**src/rtl/arb_pkg.sv**
```systemverilog
`default_nettype none
// +----------------------------------------------------------------------+
// | Package     : arb_pkg                                                |
// | Description : Shared types for the instruction/data memory port      |
// |               arbiter: FSM state and transaction owner encodings.    |
// | Revision    : 1.0 - initial release                                  |
// +----------------------------------------------------------------------+
package arb_pkg;

    typedef enum logic [1:0] {
        ARB_IDLE = 2'd0,
        ARB_REQ  = 2'd1,
        ARB_WAIT = 2'd2
    } arb_state_t;

    typedef enum logic {
        OWN_I = 1'b0,
        OWN_D = 1'b1
    } arb_owner_t;

endpackage
`default_nettype wire

```
**src/rtl/arb_pick.sv**
```systemverilog
`default_nettype none
// +----------------------------------------------------------------------+
// | Module      : arb_pick                                               |
// | Description : Combinational winner select. Data side has fixed       |
// |               priority unless the fetch side has been starved long   |
// |               enough, in which case fetch is forced through.         |
// | Revision    : 1.0 - initial release                                  |
// +----------------------------------------------------------------------+
module arb_pick
    import arb_pkg::*;
(
    input  logic       fetch_req_i,
    input  logic       data_req_i,
    input  logic       force_fetch_i,
    output logic       valid_o,
    output arb_owner_t winner_o
);

    // D wins unless I is pending and its wait budget is exhausted
    always_comb begin
        valid_o  = fetch_req_i | data_req_i;
        winner_o = (data_req_i && !(fetch_req_i && force_fetch_i)) ? OWN_D : OWN_I;
    end

endmodule
`default_nettype wire

```
**src/rtl/mem_port_arbiter.sv**
```systemverilog
`default_nettype none
// +----------------------------------------------------------------------+
// | Module      : mem_port_arbiter                                       |
// | Description : Shares one single-ported memory between instruction    |
// |               fetch (I) and load/store (D). One transaction in       |
// |               flight; response routed back to the owner.             |
// | Revision    : 1.0 - initial release                                  |
// +----------------------------------------------------------------------+
module mem_port_arbiter
    import arb_pkg::*;
#(
    parameter int AW       = 32,
    parameter int DW       = 32,
    parameter int MAX_WAIT = 4
) (
    input  logic            clk,
    input  logic            reset,
    input  logic            i_req,
    input  logic [AW-1:0]   i_addr,
    output logic            i_gnt,
    output logic            i_rvalid,
    output logic [DW-1:0]   i_rdata,
    input  logic            d_req,
    input  logic            d_we,
    input  logic [DW/8-1:0] d_be,
    input  logic [AW-1:0]   d_addr,
    input  logic [DW-1:0]   d_wdata,
    output logic            d_gnt,
    output logic            d_rvalid,
    output logic [DW-1:0]   d_rdata,
    output logic            m_req,
    output logic            m_we,
    output logic [DW/8-1:0] m_be,
    output logic [AW-1:0]   m_addr,
    output logic [DW-1:0]   m_wdata,
    input  logic            m_gnt,
    input  logic            m_rvalid,
    input  logic [DW-1:0]   m_rdata,
    output logic            busy,
    output logic            err
);

    localparam int            BW         = DW / 8;
    localparam int            CW         = $clog2(MAX_WAIT + 1);
    localparam logic [CW-1:0] C_MAX_WAIT = CW'(MAX_WAIT);

    arb_state_t      state_q;
    arb_owner_t      owner_q;
    logic [CW-1:0]   wait_cnt_q;
    logic [CW-1:0]   wait_cnt_d;
    logic            m_req_q;
    logic            m_we_q;
    logic [BW-1:0]   m_be_q;
    logic [AW-1:0]   m_addr_q;
    logic [DW-1:0]   m_wdata_q;
    logic            err_q;
    logic            err_d;

    logic            w_pick_valid;
    arb_owner_t      w_winner;
    logic            w_accept;
    logic            w_resp;

    arb_pick u_pick (
        .fetch_req_i   (i_req),
        .data_req_i    (d_req),
        .force_fetch_i (wait_cnt_q == C_MAX_WAIT),
        .valid_o       (w_pick_valid),
        .winner_o      (w_winner)
    );

    // memory accepted the command / a response belongs to the current owner
    assign w_accept = (state_q == ARB_REQ) && m_gnt;
    assign w_resp   = (w_accept && m_rvalid) || ((state_q == ARB_WAIT) && m_rvalid);

    assign i_gnt    = w_accept && (owner_q == OWN_I);
    assign d_gnt    = w_accept && (owner_q == OWN_D);
    assign i_rvalid = w_resp && (owner_q == OWN_I);
    assign d_rvalid = w_resp && (owner_q == OWN_D);
    assign i_rdata  = m_rdata;
    assign d_rdata  = m_rdata;

    assign m_req    = m_req_q;
    assign m_we     = m_we_q;
    assign m_be     = m_be_q;
    assign m_addr   = m_addr_q;
    assign m_wdata  = m_wdata_q;
    assign busy     = (state_q != ARB_IDLE);
    assign err      = err_q;

    // starvation counter: counts D wins over a pending I, cleared when I wins
    always_comb begin
        wait_cnt_d = wait_cnt_q;
        if ((state_q == ARB_IDLE) && w_pick_valid) begin
            if (w_winner == OWN_I) begin
                wait_cnt_d = '0;
            end else if (i_req && (wait_cnt_q != C_MAX_WAIT)) begin
                wait_cnt_d = wait_cnt_q + 1'b1;
            end
        end
    end

    // a response that cannot be routed to an owner is a protocol error
    always_comb begin
        err_d = err_q | (m_rvalid & ~w_resp);
    end

    // transaction FSM with registered memory command
    always_ff @(posedge clk) begin
        if (reset) begin
            state_q    <= ARB_IDLE;
            owner_q    <= OWN_I;
            wait_cnt_q <= '0;
            m_req_q    <= 1'b0;
            m_we_q     <= 1'b0;
            m_be_q     <= '0;
            m_addr_q   <= '0;
            m_wdata_q  <= '0;
            err_q      <= 1'b0;
        end else begin
            wait_cnt_q <= wait_cnt_d;
            err_q      <= err_d;
            case (state_q)
                ARB_IDLE: begin
                    if (w_pick_valid) begin
                        owner_q <= w_winner;
                        m_req_q <= 1'b1;
                        state_q <= ARB_REQ;
                        if (w_winner == OWN_D) begin
                            m_we_q    <= d_we;
                            m_be_q    <= d_be;
                            m_addr_q  <= d_addr;
                            m_wdata_q <= d_wdata;
                        end else begin
                            m_we_q    <= 1'b0;
                            m_be_q    <= '1;
                            m_addr_q  <= i_addr;
                            m_wdata_q <= '0;
                        end
                    end
                end
                ARB_REQ: begin
                    if (m_gnt) begin
                        m_req_q <= 1'b0;
                        state_q <= m_rvalid ? ARB_IDLE : ARB_WAIT;
                    end
                end
                ARB_WAIT: begin
                    if (m_rvalid) begin
                        state_q <= ARB_IDLE;
                    end
                end
                default: begin
                    m_req_q <= 1'b0;
                    state_q <= ARB_IDLE;
                end
            endcase
        end
    end

endmodule
`default_nettype wire
```
**config.mk**
```make
export PLATFORM = sky130hd
export DESIGN_NAME = mem_port_arbiter
export DESIGN_NICKNAME = d
export VERILOG_FILES = /design/src/rtl/arb_pkg.sv /design/src/rtl/arb_pick.sv /design/src/rtl/mem_port_arbiter.sv
export SDC_FILE = /design/constraint.sdc
export NUM_CORES = 1
export LEC_CHECK = 0
export CELL_PAD_IN_SITES_DETAIL_PLACEMENT = 1
export CELL_PAD_IN_SITES_GLOBAL_PLACEMENT = 2
export CORE_ASPECT_RATIO = 0.7
export CORE_MARGIN = 2
export CORE_UTILIZATION = 18
export CTS_CLUSTER_DIAMETER = 80
export CTS_CLUSTER_SIZE = 10
export DETAILED_ROUTE_END_ITERATION = 8
export GPL_TIMING_DRIVEN = 0
export PLACE_DENSITY_LB_ADDON = 0.1
export SLEW_MARGIN = 20
export SYNTH_ARGS = -nofsm -noshare
export SYNTH_HDL_FRONTEND = slang
export SYNTH_HIERARCHICAL = 1
export SYNTH_SLANG_ARGS = --single-unit
```
**constraint.sdc**
```tcl
create_clock -name clk -period 4.8 [get_ports clk]
set_input_delay 0.96 -clock clk [delete_from_list [all_inputs] [get_ports clk]]
set_output_delay 0.96 -clock clk [all_outputs]
set_load 0.03 [all_outputs]
```
==> out/qor.txt, run 1 <==
post-synth top area cell: dfxtp_1
Post-synth EDFFs: 0
Post-Synth XOR/XNOR Area: 0%
synthesized area per cell: 8.49 sq um
die span in y: 123 um
final max-slew violation count: 0
post-CTS sizing: 0
Placement Cell Area: 6420 sq um
1st-pass router iterations: 4
DRT iter0 DRCs: 125
#FFs+latches synth: 77
initial antenna violation count: 0
outcome: complete, no violations
row cnt: 43
pwr dens: 305 nW/um^2
Slew HR: 61.1%
CTS H-Tree Depth: 3
cell count after synthesis: 428
kind of end point of the critical path: output pin
Antenna Cells: 0
Compound-Gate Fraction of Synth Area: 14.3%
Die ar.: 21300 sq um
Max Cap Viol: 0
fin area: 6730 sq um
Final Routed Wirelength: 14500 um
Hold Crit Start: m_wdata[21]$_SDFFE_PP0P_
chip width: 174 um
post-synthesis adder-cell area fraction: 0.689%
clk_lat worst skew: 0.34 ns
IO Port Bufs: 245
Peak VDD IR: 130 uV
Crit-path slowest cell: clkdlybuf4s50_1
Synth Warn #: 6
ys async rst share: 0%
Final period util: 77.0%
largest family of logic cells by synthesized area: buffers and inverters
required time worst endpoint: 3.84 ns
Setup TNS: 0 ns
critical path, cell by cell: clkdlybuf4s50_1 -> nand3b_1 -> and2_1 -> nor3b_1 -> clkdlybuf4s50_1
Routed Antenna Nets: 0
Vias/cell: 4.04
Synth area leaders: dfxtp_1 (42%), buf_4 (13%), mux2i_1 (9.1%)
r2r startpoint: wait_cnt_q[0]$_SDFFE_PP0P_
IO Pins: 279
Worst Hold Slack: 0.454 ns
Mapped Area: 3630 sq um
mux share of post-synthesis cell area: 9.09%
Critical Path Source: m_gnt
Commonest cells post-synth: dfxtp_1 (77), buf_4 (64), nand2_1 (43)
Num Clock Sinks: 77
post-synthesis sequential area ratio: 42.4%
largest net degree at the start of global routing: 15
CTS hold repair buffers: 0
DR WL/cell: 15.1 um
Data arrival, critical path: 2.74 ns
DRC violations left: 0
Starting Density: 18.3%
CTS tree: yes
Synth top area share: 42.4%
Critical Path Max Stage Delay: 0.71 ns
gpl congestion: 0.713
FMAX: 0.270 GHz
RSZ-0062 raised after global routing: no
Final Net Count: 825
Worst-Margin Slew: 0.581 ns
CP dominant cell by count: clkdlybuf4s50_1
first-pass GRT wire length: 22200 um
Netlist cell types: 30
Simple-Gate Fraction of Synth Area: 15.9%
Congestion Overflow GR: 0
largest delay contributor family on the critical path: buffers and inverters
Vias: 3870
Hold Violations, Final: 0
Final setup viols: 0
clock skew: 0.00563 ns
min cycle time layout: 3.70 ns
number of CTS-inserted buffers: 9
kind of critical path: input port to output pin
syn_nets: 569
leakage: 2.58 nW
most frequent cell after synthesis: dfxtp_1
Max FO, Critical Path: 4
Worst Setup Start Kind: input port
root buffer cell: clkbuf_16
core area: 19800 sq um
Post-CTS Setup Inserts: 0
post-DP HPWL: 11500 um
total track usage: 13.4%
Buf/Inv on CP: 2
clock buffer depth: 2
layout cells sized above 1: 12.9%
Area Overhead vs Synth: 85.3%
worst hold path class: register to register
vias in the first global route: 4110
Top FF cell, synth: dfxtp_1
CTS clk-pin slew, worst paths: 0.06 ns
-- worst paths after layout --
| kind | endpoint | slack, ns | cells after the start |
|---|---|---|---|
| max reg2reg | wait_cnt_q[2]$_SDFFE_PP0P_ | 2.31 | 8 |
| max | i_rvalid | 1.10 | 5 |
| min | m_wdata[21]$_SDFFE_PP0P_ | 0.45 | 2 |
| min reg2reg | m_wdata[21]$_SDFFE_PP0P_ | 0.45 | 2 |
-- per-stage QoR --
stage               utilization, %  power (mW)  worst slack, ns  cells
detailed placement            32.4        1.36             1.10    943
global route                  34.0        2.16            0.958    959
floorplan                        -        1.06             1.86    428
CTS                           34.0        2.10             1.09    959
global placement              32.4        1.36             1.12    943
finish                        34.0        2.05             1.10    959
-- routing by layer --
| metal | global-route usage [%] | vias up | wire, um |
|---|---|---|---|
| li1 | - | 1912 | - |
| met5 | 0 | - | 0 |
| met3 | 5.45 | 12 | 1120 |
| met2 | 22.4 | 137 | 6890 |
| met1 | 16.2 | 1809 | 6260 |
| met4 | 3.26 | 0 | 182 |
-- layout make-up --
class                      count  area (sq um)
buffer                        98           622
clock buffer                  10           239
clock inverter                 6          70.1
fill                        2351         13100
inverter                       5          18.8
multi-input combinational    248          1450
sequential                    77          1540
tap                          270           338
timing repair buffer         245          2450
-- sequential cells by signal (all words and copies together) (netlist names) --
name,cells
m_we,1
owner_q,1
m_be,4
m_wdata,32
state_q,2
err,1
m_req,1
wait_cnt_q,3
m_addr,32
-- cell usage in the layout, fill, tap and decap left out, types with 2 or more instances in the layout --
cell / instances
buf_4: 64
clkdlybuf4s50_1: 245
o21ai_1: 3
buf_2: 5
a21oi_1: 39
dfxtp_1: 77
inv_6: 2
inv_1: 5
and2_1: 2
nor3b_1: 2
nand2_1: 43
nor2_1: 36
mux2i_1: 33
a21boi_0: 2
a211oi_1: 32
clkbuf_16: 9
nand4_1: 2
nand3_1: 35
clkbuf_1: 28
ha_1: 2
a31oi_1: 4
o21ai_0: 2
clkinvlp_4: 3
nor3_1: 2
-- worst min-delay path: cells and delay by family, from the launching register on --
family / cells / cell delay, ns
flip-flops: 1 / 0.31
AO/OA/AOI/OAI: 1 / 0.05
AND/OR/NAND/NOR: 1 / 0.05
-- where the power goes --
part	internal, mW	switching (mW)
clock network	0.421	0.292
registers	0.689	0.0266
logic	0.293	0.331
-- cells by family after synthesis --
| group | count (synthesis) |
|---|---|
| and+or+nand+nor | 129 |
| buffers and inverters | 103 |
| AOI/OAI and AO/OA | 84 |
| DFF | 77 |
| muxes | 33 |
| adders and majority gates | 2 |
Note: power is estimated with default switching activity, not from simulation.
==> run 2: changes to the inputs <==
CORE_UTILIZATION = 17   (was 18)
clock period = 3.6 ns   (was 4.8 ns; I/O delays follow)
==> out/qor.txt, run 2 (same netlist as run 1, synthesis figures left out) <==
Final period util: 90.1%
RSZ-0062 raised after global routing: no (unchanged)
critical path, cell by cell: clkdlybuf4s50_1 -> nand3b_1 -> and2_1 -> nor3b_1 -> clkdlybuf4s50_1 (unchanged)
Congestion Overflow GR: 0 (unchanged)
DR WL/cell: 14.9 um (was 15.1 um)
Int Pwr: 1.77 mW (was 1.40 mW)
CTS tree: yes (unchanged)
layout cells sized above 1: 12.9% (unchanged)
row cnt: 44 (was 43)
WHS Endpoint: m_wdata[3]$_SDFFE_PP0P_ (was m_wdata[21]$_SDFFE_PP0P_)
Routed Antenna Nets: 0 (unchanged)
fillers: 2411 (was 2351)
die span in y: 126 um (was 123 um)
switching power share of the total: 32.5% (was 31.6%)
fin util: 32.1% (was 34.0%)
Area Overhead vs Synth: 84.4% (was 85.3%)
r2r startpoint: wait_cnt_q[0]$_SDFFE_PP0P_ (unchanged)
clock buffer depth: 2 (unchanged)
number of CTS-inserted buffers: 9 (unchanged)
Die ar.: 22600 sq um (was 21300 sq um)
Antenna Cells: 0 (unchanged)
root buffer cell: clkbuf_16 (unchanged)
Peak VDD IR: 191 uV (was 130 uV)
CP dominant cell by count: clkdlybuf4s50_1 (unchanged)
R2R cell count: 8 (unchanged)
Slew HR: 51.4% (was 61.1%)
Setup TNS: 0 ns (unchanged)
Worst Setup Start Kind: input port (unchanged)
first-pass GRT wire length: 22100 um (was 22200 um)
Vias/cell: 3.95 (was 4.04)
core area: 20900 sq um (was 19800 sq um)
Power, Total: 2.63 mW (was 2.05 mW)
min cycle time layout: 3.24 ns
IO Pins: 279 (unchanged)
initial antenna violation count: 0 (unchanged)
Max FO, Critical Path: 4 (unchanged)
most frequent cells in the layout: clkdlybuf4s50_1 (245), dfxtp_1 (77), buf_4 (64) (unchanged)
Hold Violations, Final: 0 (unchanged)
final max-slew violation count: 0 (unchanged)
outcome: complete, no violations (unchanged)
Critical Path Source: m_gnt (unchanged)
Hold Crit Start: m_wdata[3]$_SDFFE_PP0P_ (was m_wdata[21]$_SDFFE_PP0P_)
worst hold path class: register to register (unchanged)
pwr dens: 392 nW/um^2 (was 305 nW/um^2)
vias in the first global route: 4018 (was 4110)
largest net degree at the start of global routing: 14 (was 15)
Worst Hold Depth: 2 (unchanged)
kind of end point of the critical path: output pin (unchanged)
Final Routed Wirelength: 14400 um (was 14500 um)
Max Cap Viol: 0 (unchanged)
post-DP HPWL: 11600 um (was 11500 um)
leakage: 2.57 nW (was 2.58 nW)
CTS clk-pin slew, worst paths: 0.06 ns (about the same)
Final setup viols: 0 (unchanged)
IO Port Bufs: 245 (unchanged)
clock skew: 0.00536 ns (was 0.00563 ns)
gpl congestion: 0.737 (was 0.713)
Seq pwr share: 36.3% (was 34.9%)
total track usage: 12.8% (was 13.4%)
Num Clock Sinks: 77 (unchanged)
clock share of power: 31.9% (was 34.7%)
required time worst endpoint: 2.88 ns (was 3.84 ns)
Worst-Margin Slew: 0.725 ns (was 0.581 ns)
RR Endpoint: wait_cnt_q[2]$_SDFFE_PP0P_ (unchanged)
Starting Density: 17.4% (was 18.3%)
Post-CTS Setup Inserts: 0 (unchanged)
Final Net Count: 825 (unchanged)
1st-pass router iterations: 4 (unchanged)
Critical Path Max Stage Delay: 0.72 ns (was 0.71 ns)
Vias: 3816 (was 3870)
commonest non-fill, non-tap cell in the layout: clkdlybuf4s50_1 (unchanged)
FMAX: 0.308 GHz
kind of critical path: input port to output pin (unchanged)
P_sw: 855 uW (was 649 uW)
CTS hold repair buffers: 0 (unchanged)
clk_lat worst skew: 0.35 ns (was 0.34 ns)
Crit-path slowest cell: clkdlybuf4s50_1 (unchanged)
post-CTS sizing: 0 (unchanged)
R2R Setup Slk: 0.99 ns (was 2.31 ns)
DRT iter0 DRCs: 77 (was 125)
CTS H-Tree Depth: 3 (unchanged)
Data arrival, critical path: 2.52 ns (was 2.74 ns)
chip width: 179 um (was 174 um)
DRC violations left: 0 (unchanged)
combinational power share: 31.8% (was 30.4%)
## run 2: cell types whose count changed in the layout (fill, tap and decap cells not counted)
cell,delta
clkinv_2,+4
inv_6,-2
bufinv_16,-1
clkbuf_8,-1
## run 2: final cells by class
type,count,area (sq um),area share [%]
inverters,5,18.8,0.280
plain buffers,98,622,9.28
clock buffers,9,225,3.36
repair buffers,245,2450,36.6
flip-flops and latches,77,1540,23.0
multi-input cells,248,1450,21.7
clock inverters,7,42.5,0.635
well taps,276,345,5.16
## run 2: metrics by stage
stage          setup slack (ns)  instances  instance area [sq um]  hold WS, ns
3_3_place_gp              0.289        949                   6430        0.439
6_report                  0.358        965                   6700        0.451
3_5_place_dp              0.201        949                   6430        0.445
2_1_floorplan              1.14        428                   3630        0.463
5_1_grt                   0.280        965                   6700        0.465
4_1_cts                   0.342        965                   6700        0.452
## run 2: layer usage
metal	share of wire [%]	vias to the layer above	global-route usage, %
met5	0	-	0
met4	1.1	0	3.16
met3	7.5	8	4.44
met2	48	134	21.6
met1	43	1765	15.6
li1	-	1909	-
## run 2: worst max-delay path, delay by kind of cell
kind | cells | cell delay (ns)
buf+inv | 2 | 1.22
simple gates | 3 | 0.57
## run 2: how the worst max path moves through the flow
| stage | end | slack (ns) | cells past startpoint |
|---|---|---|---|
| floorplan | d_rvalid | 1.14 | 3 |
| global placement | m_addr[27]$_SDFFE_PP0P_ | 0.29 | 6 |
| detailed placement | m_wdata[23]$_SDFFE_PP0P_ | 0.20 | 7 |
| CTS | d_rvalid | 0.34 | 5 |
| global route | i_rvalid | 0.28 | 5 |
| finish | d_rvalid | 0.36 | 5 |
## run 2: power groups by stage
stage	Clock (mW)	Combinational, mW	Sequential [mW]
floorplan	0	0.321	1.10
global placement	0	0.839	0.971
detailed placement	0	0.849	0.974
CTS	0.879	0.851	0.956
global route	0.913	0.896	0.963
finish	0.837	0.835	0.955
==> run 3: changes to the inputs <==
ABC_AREA = 1   (was not set)
CORE_MARGIN = not set   (was 2)
==> out/qor.txt, run 3 <==
outcome: complete, no violations (unchanged)
core area: 22000 sq um (was 20900 sq um)
Int Pwr: 1.90 mW (was 1.77 mW)
row cnt: 45 (was 44)
placed insts: 1063 (was 949)
Synth area leaders: dfxtp_1 (40%), nand2_1 (23%), buf_4 (13%) (was dfxtp_1 (42%), buf_4 (13%), mux2i_1 (9.1%))
Congestion Overflow GR: 0 (unchanged)
commonest non-fill, non-tap cell in the layout: clkdlybuf4s50_1 (unchanged)
mux share of post-synthesis cell area: 0% (was 9.09%)
DRC violations left: 0 (unchanged)
worst hold path class: register to register (unchanged)
kind of end point of the critical path: output pin (unchanged)
Num Clock Sinks: 77 (unchanged)
Post-CTS Setup Inserts: 0 (unchanged)
min cycle time layout: 3.04 ns (was 3.24 ns)
Post-synth EDFFs: 0 (unchanged)
largest net degree at the start of global routing: 13 (was 14)
post-synthesis sequential area ratio: 39.9% (was 42.4%)
initial antenna violation count: 0 (unchanged)
fin area: 6980 sq um (was 6700 sq um)
R2R cell count: 11 (was 8)
gpl congestion: 0.685 (was 0.737)
synthesized area per cell: 7.20 sq um (was 8.49 sq um)
vias in the first global route: 4434 (was 4018)
pwr dens: 393 nW/um^2 (was 392 nW/um^2)
FMAX: 0.329 GHz (was 0.308 GHz)
kind of critical path: input port to output pin (unchanged)
Placement Cell Area: 6670 sq um (was 6430 sq um)
Final setup viols: 0 (unchanged)
post-synthesis adder-cell area fraction: 0.648% (was 0.689%)
clock share of power: 35.1% (was 31.9%)
required time worst endpoint: 2.88 ns (about the same)
Routed Antenna Nets: 0 (unchanged)
total track usage: 13.0% (was 12.8%)
DRT iter0 DRCs: 145 (was 77)
CTS clk-pin slew, worst paths: 0.06 ns (about the same)
number of CTS-inserted buffers: 9 (unchanged)
final max-slew violation count: 0 (unchanged)
Vias/cell: 3.85 (was 3.95)
Post-Synth XOR/XNOR Area: 0% (unchanged)
Die ar.: 23300 sq um (was 22600 sq um)
Seq pwr share: 34.5% (was 36.3%)
die span in y: 128 um (was 126 um)
Worst Setup Start Kind: input port (unchanged)
IO Port Bufs: 245 (unchanged)
Slew HR: 50.7% (was 51.4%)
largest family of logic cells by synthesized area: simple AND/OR/NAND/NOR gates (was buffers and inverters)
Netlist cell types: 25 (was 30)
Final Routed Wirelength: 15100 um (was 14400 um)
Area Overhead vs Synth: 80.7% (was 84.4%)
filler-free cell count of the finished design: 1078 (was 965)
Data arrival, critical path: 2.32 ns (was 2.52 ns)
root buffer cell: clkbuf_16 (unchanged)
Top FF cell, synth: dfxtp_1 (unchanged)
syn_nets: 677 (was 569)
RSZ-0062 raised after global routing: no (unchanged)
layout cells sized above 1: 16.2% (was 12.9%)
Worst Hold Depth: 2 (unchanged)
clk_lat worst skew: 0.34 ns (was 0.35 ns)
combinational power share: 30.4% (was 31.8%)
most frequent cell after synthesis: nand2_1 (was dfxtp_1)
#FFs+latches synth: 77 (unchanged)
clock buffer depth: 2 (unchanged)
CTS H-Tree Depth: 3 (unchanged)
Final period util: 84.5% (was 90.1%)
most frequent cells in the layout: clkdlybuf4s50_1 (245), nand2_1 (232), dfxtp_1 (77) (was clkdlybuf4s50_1 (245), dfxtp_1 (77), buf_4 (64))
leakage: 2.85 nW (was 2.57 nW)
Max Cap Viol: 0 (unchanged)
Peak VDD IR: 192 uV (was 191 uV)
Commonest cells post-synth: nand2_1 (232), dfxtp_1 (77), buf_4 (68) (was dfxtp_1 (77), buf_4 (64), nand2_1 (43))
Final Net Count: 933 (was 825)
Max FO, Critical Path: 3 (was 4)
1st-pass router iterations: 4 (unchanged)
Synth Warn #: 6 (unchanged)
clock skew: 0.00630 ns (was 0.00536 ns)
Compound-Gate Fraction of Synth Area: 11.4% (was 14.3%)
IO Pins: 279 (unchanged)
chip width: 182 um (was 179 um)
Vias: 4154 (was 3816)
post-DP HPWL: 12100 um (was 11600 um)
ys async rst share: 0% (unchanged)
post-synth top area cell: dfxtp_1 (unchanged)
cell count after synthesis: 536 (was 428)
first-pass GRT wire length: 23400 um (was 22100 um)
Hold Violations, Final: 0 (unchanged)
Starting Density: 17.6% (was 17.4%)
post-CTS sizing: 0 (unchanged)
Simple-Gate Fraction of Synth Area: 28.6% (was 15.9%)
P_sw: 847 uW (was 855 uW)
switching power share of the total: 30.9% (was 32.5%)
DR WL/cell: 14.0 um (was 14.9 um)
CTS tree: yes (unchanged)
Mapped Area: 3860 sq um (was 3630 sq um)
Worst-Margin Slew: 0.740 ns (was 0.725 ns)
Antenna Cells: 0 (unchanged)
CTS hold repair buffers: 0 (unchanged)
Synth top area share: 39.9% (was 42.4%)
Setup TNS: 0 ns (unchanged)
[run 3: cell count changes after synthesis, sizes merged, moves of 12 or more]
| cell | delta |
|---|---|
| mux2i | -33 |
| clkbuf | -17 |
| buf | +12 |
| nand2 | +201 |
| nor2 | -17 |
| nand3 | -30 |
| a211oi | -32 |
| a21oi | +32 |
[run 3: critical path, cell delays in order]
cell and delay [ns]:
clkdlybuf4s50_1 0.50, nand3_1 0.14, nand2_1 0.11, nand2_1 0.07, nor2_1 0.10, clkdlybuf4s50_1 0.67
[run 3: metrics by stage]
| step | setup slack [ns] | power, mW | hold slack, ns | utilization (%) |
|---|---|---|---|---|
| floorplan | 1.51 | 1.42 | 0.456 | - |
| global placement | 0.587 | 1.80 | 0.451 | 30.4 |
| detailed placement | 0.557 | 1.81 | 0.456 | 30.4 |
| CTS | 0.551 | 2.81 | 0.466 | 31.8 |
| global route | 0.427 | 2.89 | 0.478 | 31.8 |
| finish | 0.557 | 2.74 | 0.463 | 31.8 |
[run 3: final timing paths]
check / endpoint / slack, ns / start
worst max register to register: wait_cnt_q[2]$_SDFFE_PP0P_ / 1.57 / wait_cnt_q[0]$_SDFFE_PP0P_
worst min-delay path: m_wdata[13]$_SDFFE_PP0P_ / 0.46 / m_wdata[13]$_SDFFE_PP0P_
worst max-delay path: d_rvalid / 0.56 / m_gnt
worst min register to register: m_wdata[13]$_SDFFE_PP0P_ / 0.46 / m_wdata[13]$_SDFFE_PP0P_
[run 3: power by group through the flow]
stage	clock (mW)	sequential, mW	combinational (mW)
floorplan	0	1.07	0.351
global placement	0	0.961	0.838
detailed placement	0	0.965	0.848
CTS	1.01	0.947	0.851
global route	1.04	0.954	0.897
finish	0.963	0.946	0.834
[run 3: per-layer routing]
metal / global-route usage (%) / share of wire (%) / wire length (um) / up-vias
met1: 15.5 / 45 / 6770 / 1882
met3: 4.66 / 7.7 / 1170 / 12
met4: 3.81 / 1.2 / 179 / 0
met5: 0 / 0 / 0 / -
met2: 22.0 / 46 / 7020 / 143
li1: - / - / - / 2117
[run 3: logic make-up (layout without fill, tap and decap cells)]
| group | count (synthesis) | in the layout |
|---|---|---|
| AOI/OAI and AO/OA | 78 | 78 |
| DFF | 77 | 77 |
| buffers and inverters | 107 | 367 |
| and+or+nand+nor | 272 | 272 |
| adders and majority gates | 2 | 2 |
[run 3: area by class of cell]
type                            instances  area (sq um)
Buffer                                 93           692
Clock buffer                           12           267
Clock inverter                          3          43.8
Fill cell                            2637         15000
Inverter                               14          57.6
Multi-Input combinational cell        352          1570
Sequential cell                        77          1540
Tap cell                              282           353
Timing Repair Buffer                  245          2450
